==> src/rtl/proc_datapath_pkg.sv <==
// Shared widths, ALU op codes and timestep encodings for the processor datapath.
package proc_datapath_pkg;

   localparam int W    = 10;
   localparam int NREG = 8;

   typedef enum logic [2:0] {
      ALU_ADD = 3'b000,
      ALU_SUB = 3'b001,
      ALU_NOT = 3'b010,
      ALU_AND = 3'b011,
      ALU_OR  = 3'b100,
      ALU_XOR = 3'b101
   } alu_op_e;

   localparam logic [1:0] T0 = 2'd0;
   localparam logic [1:0] T1 = 2'd1;
   localparam logic [1:0] T2 = 2'd2;
   localparam logic [1:0] T3 = 2'd3;

endpackage

==> src/rtl/proc_regfile.sv <==
// General register file: NREG x W, one synchronous write port, two combinational read ports.
module proc_regfile #(
   parameter int W    = 10,
   parameter int NREG = 8
) (
   input  logic         clk,
   input  logic         rst,
   input  logic         we,
   input  logic [2:0]   waddr,
   input  logic [W-1:0] wdata,
   input  logic [2:0]   raddr,
   output logic [W-1:0] rdata,
   input  logic [2:0]   dbg_sel,
   output logic [W-1:0] dbg_data
);

   logic [W-1:0] rf_q [NREG];

   always_ff @(posedge clk) begin
      if (rst) begin
         for (int i = 0; i < NREG; i++) begin
            rf_q[i] <= '0;
         end
      end else if (we && (int'(waddr) < NREG)) begin
         rf_q[waddr] <= wdata;
      end
   end

   // Indices beyond NREG read as zero so a smaller file never returns X.
   assign rdata    = (int'(raddr)   < NREG) ? rf_q[raddr]   : '0;
   assign dbg_data = (int'(dbg_sel) < NREG) ? rf_q[dbg_sel] : '0;

endmodule

==> src/rtl/proc_datapath.sv <==
// Processor datapath: shared bus mux, A/G/IR registers, ALU and the timestep sequencer.
// T | meaning: T0 idle, waits for run | T1..T3 instruction steps, T3 wraps to T0 | done forces T0
module proc_datapath #(
   parameter int W    = proc_datapath_pkg::W,
   parameter int NREG = proc_datapath_pkg::NREG
) (
   input  logic         clk,
   input  logic         rst,
   input  logic         run,
   input  logic [W-1:0] DIN,
   input  logic [2:0]   Rin,
   input  logic [2:0]   Rout,
   input  logic         ENW,
   input  logic         ENR,
   input  logic         Ain,
   input  logic         Gin,
   input  logic         Gout,
   input  logic         Ext,
   input  logic         IRin,
   input  logic         done,
   input  logic [2:0]   ALUcont,
   output logic [W-1:0] INSTR,
   output logic [1:0]   T,
   output logic [W-1:0] BUS,
   output logic         bus_err,
   input  logic [2:0]   dbg_sel,
   output logic [W-1:0] dbg_data
);

   import proc_datapath_pkg::*;

   logic [W-1:0] a_q, a_d;
   logic [W-1:0] g_q, g_d;
   logic [W-1:0] ir_q, ir_d;
   logic [1:0]   t_q, t_d;
   logic         bus_err_q, bus_err_d;
   logic [W-1:0] bus;
   logic [W-1:0] rf_rdata;
   logic [W-1:0] alu_res;
   logic [1:0]   n_drivers;

   proc_regfile #(
      .W    (W),
      .NREG (NREG)
   ) u_regfile (
      .clk      (clk),
      .rst      (rst),
      .we       (ENW),
      .waddr    (Rin),
      .wdata    (bus),
      .raddr    (Rout),
      .rdata    (rf_rdata),
      .dbg_sel  (dbg_sel),
      .dbg_data (dbg_data)
   );

   always_comb begin
      bus = '0;
      if (Ext) begin
         bus = DIN;
      end else if (Gout) begin
         bus = g_q;
      end else if (ENR) begin
         bus = rf_rdata;
      end
   end

   always_comb begin
      alu_res = bus;
      case (ALUcont)
         ALU_ADD: alu_res = a_q + bus;
         ALU_SUB: alu_res = a_q - bus;
         ALU_NOT: alu_res = ~bus;
         ALU_AND: alu_res = a_q & bus;
         ALU_OR:  alu_res = a_q | bus;
         ALU_XOR: alu_res = a_q ^ bus;
         default: alu_res = bus;
      endcase
   end

   assign n_drivers = {1'b0, Ext} + {1'b0, Gout} + {1'b0, ENR};

   always_comb begin
      a_d       = Ain  ? bus     : a_q;
      g_d       = Gin  ? alu_res : g_q;
      ir_d      = IRin ? bus     : ir_q;
      bus_err_d = bus_err_q | (n_drivers >= 2'd2);
      t_d       = T0;
      if (!done) begin
         case (t_q)
            T0:      t_d = run ? T1 : T0;
            T1:      t_d = T2;
            T2:      t_d = T3;
            default: t_d = T0;
         endcase
      end
   end

   always_ff @(posedge clk) begin
      if (rst) begin
         a_q       <= '0;
         g_q       <= '0;
         ir_q      <= '0;
         t_q       <= T0;
         bus_err_q <= 1'b0;
      end else begin
         a_q       <= a_d;
         g_q       <= g_d;
         ir_q      <= ir_d;
         t_q       <= t_d;
         bus_err_q <= bus_err_d;
      end
   end

   assign BUS     = bus;
   assign INSTR   = ir_q;
   assign T       = t_q;
   assign bus_err = bus_err_q;

endmodule

==> config.mk <==
export PLATFORM = sky130hd
export DESIGN_NAME = proc_datapath
export DESIGN_NICKNAME = d
export VERILOG_FILES = /design/src/rtl/proc_datapath_pkg.sv /design/src/rtl/proc_regfile.sv /design/src/rtl/proc_datapath.sv
export SDC_FILE = /design/constraint.sdc
export NUM_CORES = 1
export LEC_CHECK = 0
export ABC_AREA = 1
export BUFFER_PORTS_ARGS = -buffer_cell sky130_fd_sc_hd__buf_2
export CAP_MARGIN = 0
export CELL_PAD_IN_SITES_DETAIL_PLACEMENT = 1
export CELL_PAD_IN_SITES_GLOBAL_PLACEMENT = 2
export CORE_MARGIN = 10
export CORE_UTILIZATION = 30
export CTS_CLUSTER_DIAMETER = 50
export DETAILED_ROUTE_END_ITERATION = 7
export GPL_TIMING_DRIVEN = 0
export MAX_ROUTING_LAYER = met4
export PLACE_DENSITY_LB_ADDON = 0.1
export SYNTH_ARGS = -nofsm -noshare
export SYNTH_HDL_FRONTEND = slang
export SYNTH_SLANG_ARGS = --single-unit
==> constraint.sdc <==
create_clock -name clk -period 3.16 [get_ports clk]
set_clock_uncertainty 0.2 [all_clocks]
set_input_delay 0 -clock clk [delete_from_list [all_inputs] [get_ports clk]]
set_output_delay 0 -clock clk [all_outputs]
set_load 0.01 [all_outputs]
==> results.txt, run 1 <==
----------------------------------------------------
[Outcome]
  Run status ... finished with violations
  Failing checks ... setup timing

[Power and ir drop]
  Internal power ... just over 3 mW
  Sum of internal, switching and leakage power ... roughly 4.5 mW
  Clock power frac ... approximately two fifths
  Part of the power in combinational logic ... a little under a quarter
  Max IR drop VDD ... approximately 0.3 mV
  Sw Share ... roughly a third
  Leakage power ... 3.82 nW
  Proportion of power drawn by flip-flops and latches ... 37.5%
  Pwr/cell area ... 504 nW/um^2
  Net switching power ... about 1.4 mW

[Synthesis]
  Synthesis warning total ... 0
  Share of synthesized flip-flops with an asynchronous set or reset ... 0%
  Share of synthesized area occupied by flip-flops and latches ... about 43%
  Number of nets in the synthesized netlist ... slightly below 1,000
  Most used DFF post-synth ... edfxtp_1
  Biggest area contributors in the synthesized netlist ... edfxtp_1 34%, dfxtp_1 9.4%, nand2_1 9.2%, nor2_1 7.4%, a21oi_1 5.8%
  Post-synth EDFFs ... 80
  Number of distinct library cells after synthesis ... 39
  Average instance area after synthesis ... a little under 8 um^2
  Cells after synthesis ... approximately 900
  Biggest area consumer among synthesized cells ... edfxtp_1
  Total standard cell area after synthesis ... 7050 um^2
  Number of synthesized register bits ... ~110
  Area share of the leading cell type in the synthesized netlist ... between 30% and 40%

[Timing]
  Hold violation total from the final report ... 0
  Min Clock Period, post-route ... 3640 ps
  Period utilisation layout ... 115%
  Unrepaired setup endpoints after global routing ... yes
  Maximum achievable frequency ... approximately 270 MHz
  Setup ws final ... -480 ps
  Final Setup Violations ... 6
  Rel. slew slack ... 34.1%
  Measured slew at the worst slew-check pin ... approximately 980 ps
  Final Max Slew Viols ... 0

[Clock tree]
  H-tree levels ... 4
  Source-to-sink clock delay at the later pin of the worst-skew pair ... ~420 ps
  Max clock buf depth ... 2
  Number of buffers inserted during clock tree synthesis ... 17
  Clock slew seen by the registers of the worst setup and hold paths ... ~60 ps
  TritonCTS clock tree ... done
  Cell at the root of the clock tree ... clkbuf_16
  Sinks on the clock net ... around 110

[Die]
  Placeable core region ... about 23,000 um^2
  Die Outline Area ... 30,000 um^2
  Initial core utilization ... a little under a third
  Number of top-level pins ... between 60 and 70
  Die Width ... roughly 170 um
  Height of the die ... approximately 170 um
  FP Rows ... between 50 and 60

[Routing]
  Vias after detailed routing ... slightly below 7,000
  Detail-routed via count per cell ... between 4 and 5
  # DRC ... 0
  Routed wire length ... between 20,000 and 30,000 um
  Iter 0 DRT Violations ... about 440
  Antenna-violating nets left ... 0
  Number of iterations in the first detailed-routing pass ... 5
  Wire length per cell after detailed routing ... about 21 um

[Placed design]
  Count of buffers inserted at the top-level ports ... a little under 60
  DP Area ... ~8000 um^2
  Routability cong. ... 0.870
  Post-DP HPWL ... around 21,000 um

[Global routing]
  Initial antenna violation count ... 0
  Vias in the first global route ... roughly 7,000
  First-pass GRT wire length ... 43,600 um
  Total global routing overflow ... 0
  Maximum number of pins on one net before global-route repair ... 17
  Gr usage total ... a little under 20%

[Worst setup path]
  Kind of capture point of the worst setup path ... flop
  Maximum fanout along the worst path ... 3
  Setup Crit Path Kind ... flop to flop
  Arrival time of the worst setup path ... ~3800 ps
  CP required ... between 3000 and 4000 ps
  Kind of start point of the critical path ... flop

[Min path]
  Worst hold path type ... input port to flop

[Layout]
  Antenna diode instance count ... 0
  P&R area growth vs syn ... 27.9%
  Layout cells sized above 1 ... 19.1%
  Fill cells ... 2,832
  Design area ... 9020 um^2
  Total Nets Final ... 1,108

[Flow run]
  Maximum capacitance violations ... 0

----------------------------------------------------
[area by class of cell]
class                      count  area [um^2]  share of cell area, %
sequential                   113         3060                   34.0
clock buffer                  20          468                   5.19
tap                          319          399                   4.43
inverter                     101          379                   4.20
multi-input combinational    646         3600                   39.9
clock inverter                12         76.3                  0.846
timing repair buffer         105          719                   7.98
buffer                        58          317                   3.51
[final timing paths]
check | start | endpoint | slack (ps) | cells past startpoint
max reg2reg | u_regfile.rf_q[3][0] | g_q[8] | -480 | 23
min | ALUcont[0] | g_q[1] | 130 | 6
max | u_regfile.rf_q[3][0] | g_q[8] | -480 | 23
min reg2reg | g_q[6] | g_q[6] | 270 | 2
[synth_stat cells, types with 2 or more instances]
cell type,n
xor2_1,6
a21oi_1,82
clkbuf_1,42
nor2_1,139
ha_1,32
clkinv_1,4
or2_2,11
o21ai_0,77
xnor2_1,2
edfxtp_1,80
buf_6,5
a221oi_1,10
nand3_1,55
o221ai_1,2
nand2_1,173
or2_0,3
buf_1,2
o211ai_1,15
buf_2,5
dfxtp_1,33
o21ai_2,3
o2111ai_1,3
or2_1,2
a31oi_1,13
nand2_2,5
nand2_4,2
buf_4,4
inv_2,3
o211ai_2,2
inv_1,94
[cells in the final DEF, fill, tap and decap left out, types with 13 or more instances in the layout]
cell and count:
dlygate4sd3_1 30, o21ai_0 70, a21oi_1 75, a31oi_1 13, nor2_1 136, inv_1 90
nand3_1 45, o211ai_1 15, ha_1 29, dfxtp_1 33, edfxtp_1 80, buf_4 19
clkbuf_1 41, nand2_1 161, clkbuf_16 19, nand2_2 13, buf_2 64
[logic make-up (layout without fill, tap and decap cells)]
logic type               count (synthesis)  in the layout  share of synthesized area, %
flip-flops                             113            113                          43.4
adder cells (fa/ha/maj)                 33             33                          5.96
AO/OA/AOI/OAI                          212            212                          17.3
buffers and inverters                  159            296                          9.30
AND/OR/NAND/NOR                        393            393                          23.0
XOR/XNOR                                 8              8                         0.993
[sequential cells by signal (all words and copies together) (netlist names)]
register / flops
g_q: 10
a_q: 10
T: 2
INSTR: 10
u_regfile.rf_q: 80
bus_err: 1
[per-layer routing]
layer / up-vias / global-route usage [%] / part of all wire [%]
li1: 3317 / - / -
met1: 3324 / 26.6 / 50
met2: 140 / 29.8 / 45
met3: 24 / 2.57 / 3.9
met4: 0 / 4.92 / 1.2
met5: - / - / 0
[stage by stage]
step / util (%) / hold WS, ps / TNS [ps] / setup slack, ps / std cells
after floorplan: - / -131 / 0 / 4.20 / 918
after global placement: 33.3 / 58.2 / -8240 / -1340 / 1296
after detailed placement: 33.3 / 64.1 / -8360 / -1350 / 1296
after CTS: 38.5 / 88.0 / -1840 / -431 / 1372
after global routing: 38.7 / 136 / -3300 / -729 / 1374
final: 38.7 / 131 / -1880 / -480 / 1374
[repair_timing]
action | in CTS | in global routing
endpoints found under the hold margin | 40 | 0
setup buffers | 14 | 2
hold buffers | 30 | 0
pin swaps | 45 | 26
gates resized for setup | 60 | 9
cloned | 0 | 0
endpoints found under the setup margin | 9 | 8
[worst max-delay path, cell delays in order, from the launching register on]
cell	delay, ps
edfxtp_1	440
or2_1	250
nand2_1	80
nand3_2	90
nand3_4	120
nand2_4	70
nand2_4	90
buf_4	140
nand3_2	100
nand2_1	100
xor2_1	160
ha_1	290
nand2_1	100
nand3_2	100
nand2_2	90
nand2_2	70
a21oi_4	140
o21ai_1	110
a21oi_1	190
xnor2_1	150
nand2_1	70
o211ai_1	150
nand2_1	110
a21oi_1	160
[power by group through the flow]
stage | combinational (mW) | sequential, mW | clock, mW
after global placement | 0.858 | 1.74 | 0
after floorplan | 0.539 | 1.73 | 0
after detailed placement | 0.862 | 1.74 | 0
final | 1.04 | 1.71 | 1.80
after CTS | 1.01 | 1.71 | 1.83
after global routing | 1.15 | 1.72 | 1.90
No activity file was read; power rests on OpenSTA's default activity.
==> run 2: changes to the inputs <==
- CORE_UTILIZATION: 30 -> 32
==> results.txt, run 2 (same netlist as run 1, synthesis figures left out) <==
----------------------------------------------------
[Power and ir drop]
  Proportion of power drawn by flip-flops and latches ... 36.6% (-0.9 points)
  Clock power frac ... 40.6% (+1.0 points)
  Sum of internal, switching and leakage power ... 4.66 mW (+2.6%)
  Leakage power ... 3.84 nW (+0.61%)
  Sw Share ... 32.2% (+0.54 points)
  Internal power ... 3.16 mW (+1.7%)
  Part of the power in combinational logic ... 22.8% (about the same)
  Max IR drop VDD ... 0.390 mV (+30%)
  Net switching power ... 1.50 mW (+4.3%)
  Pwr/cell area ... 515 nW/um^2 (+2.1%)

[Timing]
  Final Max Slew Viols ... 0 (unchanged)
  Maximum achievable frequency ... 281 MHz (+2.1%)
  Final Setup Violations ... 7 (+1)
  Hold violation total from the final report ... 0 (unchanged)
  Period utilisation layout ... 113% (-2.4 points)
  Unrepaired setup endpoints after global routing ... yes
  Measured slew at the worst slew-check pin ... 803 ps (-181 ps)
  Setup ws final ... -405 ps (+74.9 ps)
  Rel. slew slack ... 46.2% (+12 points)
  Min Clock Period, post-route ... 3560 ps (-74.9 ps)

[Clock tree]
  Clock slew seen by the registers of the worst setup and hold paths ... 60 ps (about the same)
  Max clock buf depth ... 2 (unchanged)
  Source-to-sink clock delay at the later pin of the worst-skew pair ... 420 ps (about the same)
  Number of buffers inserted during clock tree synthesis ... 17 (unchanged)
  Cell at the root of the clock tree ... clkbuf_16
  TritonCTS clock tree ... done
  H-tree levels ... 4 (unchanged)
  Sinks on the clock net ... 113 (unchanged)

[Worst setup path]
  CP required ... 3310 ps (about the same)
  Worst reg2reg setup slack ... -400 ps (+70 ps)
  Setup Crit Path Kind ... flop to flop
  Kind of start point of the critical path ... flop
  Cells along the critical path ... or2_1 -> nand2_1 -> nand3_2 -> nand3_4 -> nand2_4 -> nand2_4 -> buf_6 -> nand3_2 -> nand2_2 -> xor2_1 -> ha_1 -> nand2_1 -> nand3_2 -> nand2_2 -> nand2_2 -> a21oi_4 -> o21ai_2 -> a21oi_2 -> xnor2_1 -> nand2_1 -> o211ai_1 -> nand2_1 -> a21oi_1
  Maximum fanout along the worst path ... 3 (unchanged)
  CP top delay family ... simple AND/OR/NAND/NOR gates
  Kind of capture point of the worst setup path ... flop
  CP bufs+invs ... 1 (unchanged)
  Crit-path max cell delay ... 420 ps (-20 ps)
  Worst path slowest cell ... edfxtp_1
  Arrival time of the worst setup path ... 3710 ps (-80 ps)
  Most Frequent Cell on Critical Path ... nand2_1

[Layout]
  Post-layout utilization of the core ... 41.6% (+3.0 points)
  Most used cells in the layout excluding fill and tap cells ... 161 x nand2_1, 136 x nor2_1, 91 x inv_1
  Most common cell after layout, fill and taps aside ... nand2_1
  Area of all sequential standard cells ... 3060 um^2 (unchanged)
  Flip-flop count of the largest register, all copies and words added ... 80 (unchanged)
  P&R area growth vs syn ... 28.5%
  Register bank with the most flops ... u_regfile.rf_q
  Layout cells sized above 1 ... 19.4% (+0.31 points)
  Antenna diode instance count ... 0 (unchanged)
  Area of the multi-input gates ... 3600 um^2 (+0.14%)
  Total Nets Final ... 1,112 (+0.36%)
  Fill cells ... 2,674 (-5.6%)

[Routing]
  Antenna-violating nets left ... 0 (unchanged)
  Routed wire length ... 28,600 um (-0.46%)
  Wire length per cell after detailed routing ... 21.3 um (+2.1%)
  Vias after detailed routing ... 6,929 (+1.8%)
  Number of iterations in the first detailed-routing pass ... 5 (unchanged)
  Detail-routed via count per cell ... 5.17 (+4.5%)
  # DRC ... 0 (unchanged)
  Iter 0 DRT Violations ... 442 (+0.23%)

[Global routing]
  Initial antenna violation count ... 0 (unchanged)
  Vias in the first global route ... 7,156 (+2.2%)
  First-pass GRT wire length ... 43,200 um (-0.81%)
  Total global routing overflow ... 0 (unchanged)
  Gr usage total ... 20.4% (+0.95 points)
  Maximum number of pins on one net before global-route repair ... 17 (unchanged)

[Placed design]
  Routability cong. ... 0.851 (-2.2%)
  Post-DP HPWL ... 20,800 um (-1.5%)
  Count of buffers inserted at the top-level ports ... 59 (unchanged)

[Die]
  Height of the die ... 168 um (-2.8%)
  Initial core utilization ... 32.4% (+2.2 points)
  Placeable core region ... 21,800 um^2 (-6.8%)
  FP Rows ... 54 (-3.6%)
  Die Outline Area ... 28,400 um^2 (-5.5%)
  Number of top-level pins ... 66 (unchanged)
  Die Width ... 168 um (-2.8%)

[Flow run]
  Maximum capacitance violations ... 0 (unchanged)

[Min path]
  Worst hold path type ... input port to flop

[Outcome]
  Run status ... finished with violations
  Failing checks ... setup timing

----------------------------------------------------
-- run 2: changes by cell type in the layout (fill, tap and decap cells not counted), sizes merged --
cell	change
buf	+5
clkbuf	-2
clkinv	+4
clkinvlp	+1
inv	-4
-- run 2: through the flow --
stage / hold WS, ps / cell area (um^2) / setup TNS, ps / cells / worst slack, ps
after floorplan: -131 / 7080 / 0 / 918 / 4.20
after global placement: 54.1 / 7720 / -8670 / 1257 / -1350
after detailed placement: 61.0 / 7720 / -8560 / 1257 / -1360
after CTS: 87.6 / 8990 / -1710 / 1336 / -386
after global routing: 151 / 9060 / -3500 / 1339 / -633
final: 136 / 9060 / -2110 / 1339 / -405
-- run 2: what timing repair did --
action                                  4_1_cts  5_1_grt
setup buffers                                22        3
hold buffers                                 30        0
pin swaps                                    34        7
endpoints found under the setup margin        9        8
resized for setup                            64       11
hold endpoints to repair                     40        0
cloned                                        0        0
-- run 2: power by group through the flow --
stage          Sequential (mW)  Clock [mW]  Combinational [mW]
2_1_floorplan             1.73           0               0.539
3_3_place_gp              1.73           0               0.852
3_5_place_dp              1.74           0               0.858
4_1_cts                   1.71        1.91                1.03
5_1_grt                   1.72        1.97                1.17
6_report                  1.71        1.89                1.07
-- run 2: worst paths after layout --
check | startpoint | to | cells past startpoint
min reg2reg | g_q[6] | g_q[6] | 2
max | u_regfile.rf_q[3][0] | g_q[8] | 23
max reg2reg | u_regfile.rf_q[3][0] | g_q[8] | 23
min | ALUcont[2] | g_q[9] | 7
-- run 2: final cells by class --
cell class	count	share of cell area, %
Buffer	58	3.48
Clock buffer	19	5.25
Clock inverter	13	1.09
Inverter	101	4.23
Multi-Input combinational cell	646	39.8
Sequential cell	113	33.8
Tap cell	280	3.87
Timing Repair Buffer	109	8.52
-- run 2: worst min-delay path: cells and delay by family --
family / cells / cell delay (ps)
AOI/OAI and AO/OA: 3 / 300
and+or+nand+nor: 3 / 300
buffers and inverters: 1 / 110
-- run 2: routing by layer --
layer | up-vias | routed length, um | global-route usage [%]
li1 | 3333 | - | -
met1 | 3444 | 14200 | 27.9
met5 | - | 0 | -
met3 | 19 | 888 | 2.80
met4 | 0 | 345 | 5.03
met2 | 133 | 13200 | 31.3
==> run 3: changes to the inputs <==
- CORE_ASPECT_RATIO: unset -> 0.6
==> results.txt, run 3 (same netlist as run 1, synthesis figures left out) <==
----------------------------------------------------
[Outcome]
  Run status ... finished with violations
  Failing checks ... hold timing, setup timing

[Die]
  FP Rows ... 41 (-24%)
  Die Outline Area ... 28,600 um^2 (+0.68%)
  Number of top-level pins ... 66 (unchanged)
  Height of the die ... 135 um (-20%)
  Initial core utilization ... 33.0% (+0.63 points)
  Placeable core region ... 21,300 um^2 (-1.9%)
  Die Width ... 212 um (+26%)

[Global routing]
  Initial antenna violation count ... 1 (+1)
  Total global routing overflow ... 0 (unchanged)
  Gr usage total ... 21.4% (+0.94 points)
  Maximum number of pins on one net before global-route repair ... 17 (unchanged)
  First-pass GRT wire length ... 44,100 um (+1.9%)
  Vias in the first global route ... 7,090 (-0.92%)

[Layout]
  Most used cells in the layout excluding fill and tap cells ... 159 x nand2_1, 136 x nor2_1, 91 x inv_1
  Register bank with the most flops ... u_regfile.rf_q
  Antenna diode instance count ... 0 (unchanged)
  Total Nets Final ... 1,114 (+0.18%)
  Post-Layout Cell Count ... 1,340 (+0.075%)
  Fill cells ... 2,624 (-1.9%)
  Area of the multi-input gates ... 3620 um^2 (+0.49%)
  P&R area growth vs syn ... 27.7%
  Layout cells sized above 1 ... 19.2% (-0.13 points)
  Most common cell after layout, fill and taps aside ... nand2_1
  Flip-flop count of the largest register, all copies and words added ... 80 (unchanged)
  Area of all sequential standard cells ... 3060 um^2 (unchanged)

[Placed design]
  Post-DP HPWL ... 21,900 um (+5.5%)
  Number of instances in the placed design ... 1,256 (-0.080%)
  Routability cong. ... 0.864 (+1.6%)
  Count of buffers inserted at the top-level ports ... 59 (unchanged)

[Power and ir drop]
  Max IR drop VDD ... 0.371 mV (-4.8%)
  Sum of internal, switching and leakage power ... 4.53 mW (-2.9%)
  Pwr/cell area ... 503 nW/um^2 (-2.3%)
  Leakage power ... 3.82 nW (-0.45%)

[Timing]
  Measured slew at the worst slew-check pin ... 1180 ps (+377 ps)
  Min Clock Period, post-route ... 3590 ps (+20.7 ps)
  Maximum achievable frequency ... 279 MHz (-0.58%)
  Hold violation total from the final report ... 1 (+1)
  Smallest hold slack ... -13.4 ps (-150 ps)
  Final Setup Violations ... 5 (-2)
  Period utilisation layout ... 113% (+0.65 points)
  Final Max Slew Viols ... 0 (unchanged)
  Rel. slew slack ... 21.0% (-25 points)
  Unrepaired setup endpoints after global routing ... yes
  Setup ws final ... -426 ps (-20.7 ps)

[Clock tree]
  Source-to-sink clock delay at the later pin of the worst-skew pair ... 440 ps (+20 ps)
  Cell at the root of the clock tree ... clkbuf_16
  Sinks on the clock net ... 113 (unchanged)
  Number of buffers inserted during clock tree synthesis ... 17 (unchanged)
  H-tree levels ... 4 (unchanged)
  Max clock buf depth ... 2 (unchanged)
  Clock slew seen by the registers of the worst setup and hold paths ... 60 ps (about the same)
  TritonCTS clock tree ... done

[Worst setup path]
  Arrival time of the worst setup path ... 3750 ps (+40 ps)
  Setup Crit Path Kind ... flop to flop
  Kind of start point of the critical path ... flop
  Worst reg2reg setup slack ... -430 ps (-20 ps)
  Kind of capture point of the worst setup path ... flop
  Maximum fanout along the worst path ... 4 (+1)
  CP required ... 3320 ps (about the same)

[Flow run]
  Maximum capacitance violations ... 0 (unchanged)

[Routing]
  # DRC ... 0 (unchanged)
  Routed wire length ... 29,500 um (+3.1%)
  Iter 0 DRT Violations ... 532 (+20%)
  Wire length per cell after detailed routing ... 22.0 um (+3.0%)
  Detail-routed via count per cell ... 5.22 (+0.96%)
  Vias after detailed routing ... 7,001 (+1.0%)
  Antenna-violating nets left ... 0 (unchanged)
  Number of iterations in the first detailed-routing pass ... 4 (-1)

[Min path]
  Worst hold path type ... input port to flop

----------------------------------------------------
[run 3: changes by cell type in the layout (fill, tap and decap cells not counted), moves of 5 or more]
cell,change
buf_4,+9
buf_6,-7
clkbuf_1,+5
clkinv_2,+5
clkinv_4,-6
nand3_1,+5
nand3_2,-6
[run 3: power by group]
group          internal, mW  switching, mW
combinational         0.402          0.683
clock                  1.03          0.711
sequential             1.66         0.0434
[run 3: final cells by class]
type	count	share of cell area (%)
Inverter	101	4.24
Multi-Input combinational cell	646	40.2
Timing Repair Buffer	111	8.50
Sequential cell	113	34.0
Tap cell	279	3.88
Clock buffer	24	5.24
Clock inverter	8	0.431
Buffer	58	3.51
[run 3: path summary, 6_finish.rpt]
| check | start | end | cells after the start |
|---|---|---|---|
| hold / removal | Gout | INSTR[3] | 5 |
| hold reg to reg | g_q[7] | g_q[7] | 2 |
| setup / recovery | u_regfile.rf_q[3][0] | g_q[7] | 24 |
| setup reg to reg | u_regfile.rf_q[3][0] | g_q[7] | 24 |
[run 3: worst max-delay path, cell delays in order, from the launching register on]
cell	delay [ps]
edfxtp_1	450
or2_1	270
nand2_2	70
nand3_2	70
nand3_2	100
nand2_2	70
nand2_4	100
buf_12	120
ha_4	140
nand3_4	70
nand2_4	100
buf_4	120
xor2_2	170
ha_4	240
a21oi_2	150
o21ai_2	100
a21oi_2	150
nor2_2	60
o21ai_1	140
nand2_1	100
a21oi_2	110
o21ai_1	80
o211ai_1	80
nand2_1	80
a21oi_1	140
[run 3: metal layers]
metal,up-vias,track usage (%),wire length [um]
li1,3326,-,-
met1,3462,32.5,16100
met2,196,27.0,11200
met3,17,5.20,1930
met4,0,4.45,220
met5,-,-,0
[run 3: what timing repair did]
item | 4_1_cts | 5_1_grt
hold buffers | 29 | 0
endpoints found under the setup margin | 9 | 18
pin swaps | 21 | 32
hold endpoints to repair | 48 | 0
buffers inserted | 8 | 15
gates resized for setup | 39 | 39
[run 3: through the flow]
step                      instance area [um^2]  setup WS [ps]  TNS, ps  util, %
after detailed placement                  7720          -1140    -7310     36.2
after global placement                    7720          -1120    -6960     36.2
after CTS                                 8750           -410    -1520     41.0
after floorplan                           7080           4.20        0        -
after global routing                      9010           -612    -2770     42.2
final                                     9010           -426    -1700     42.2
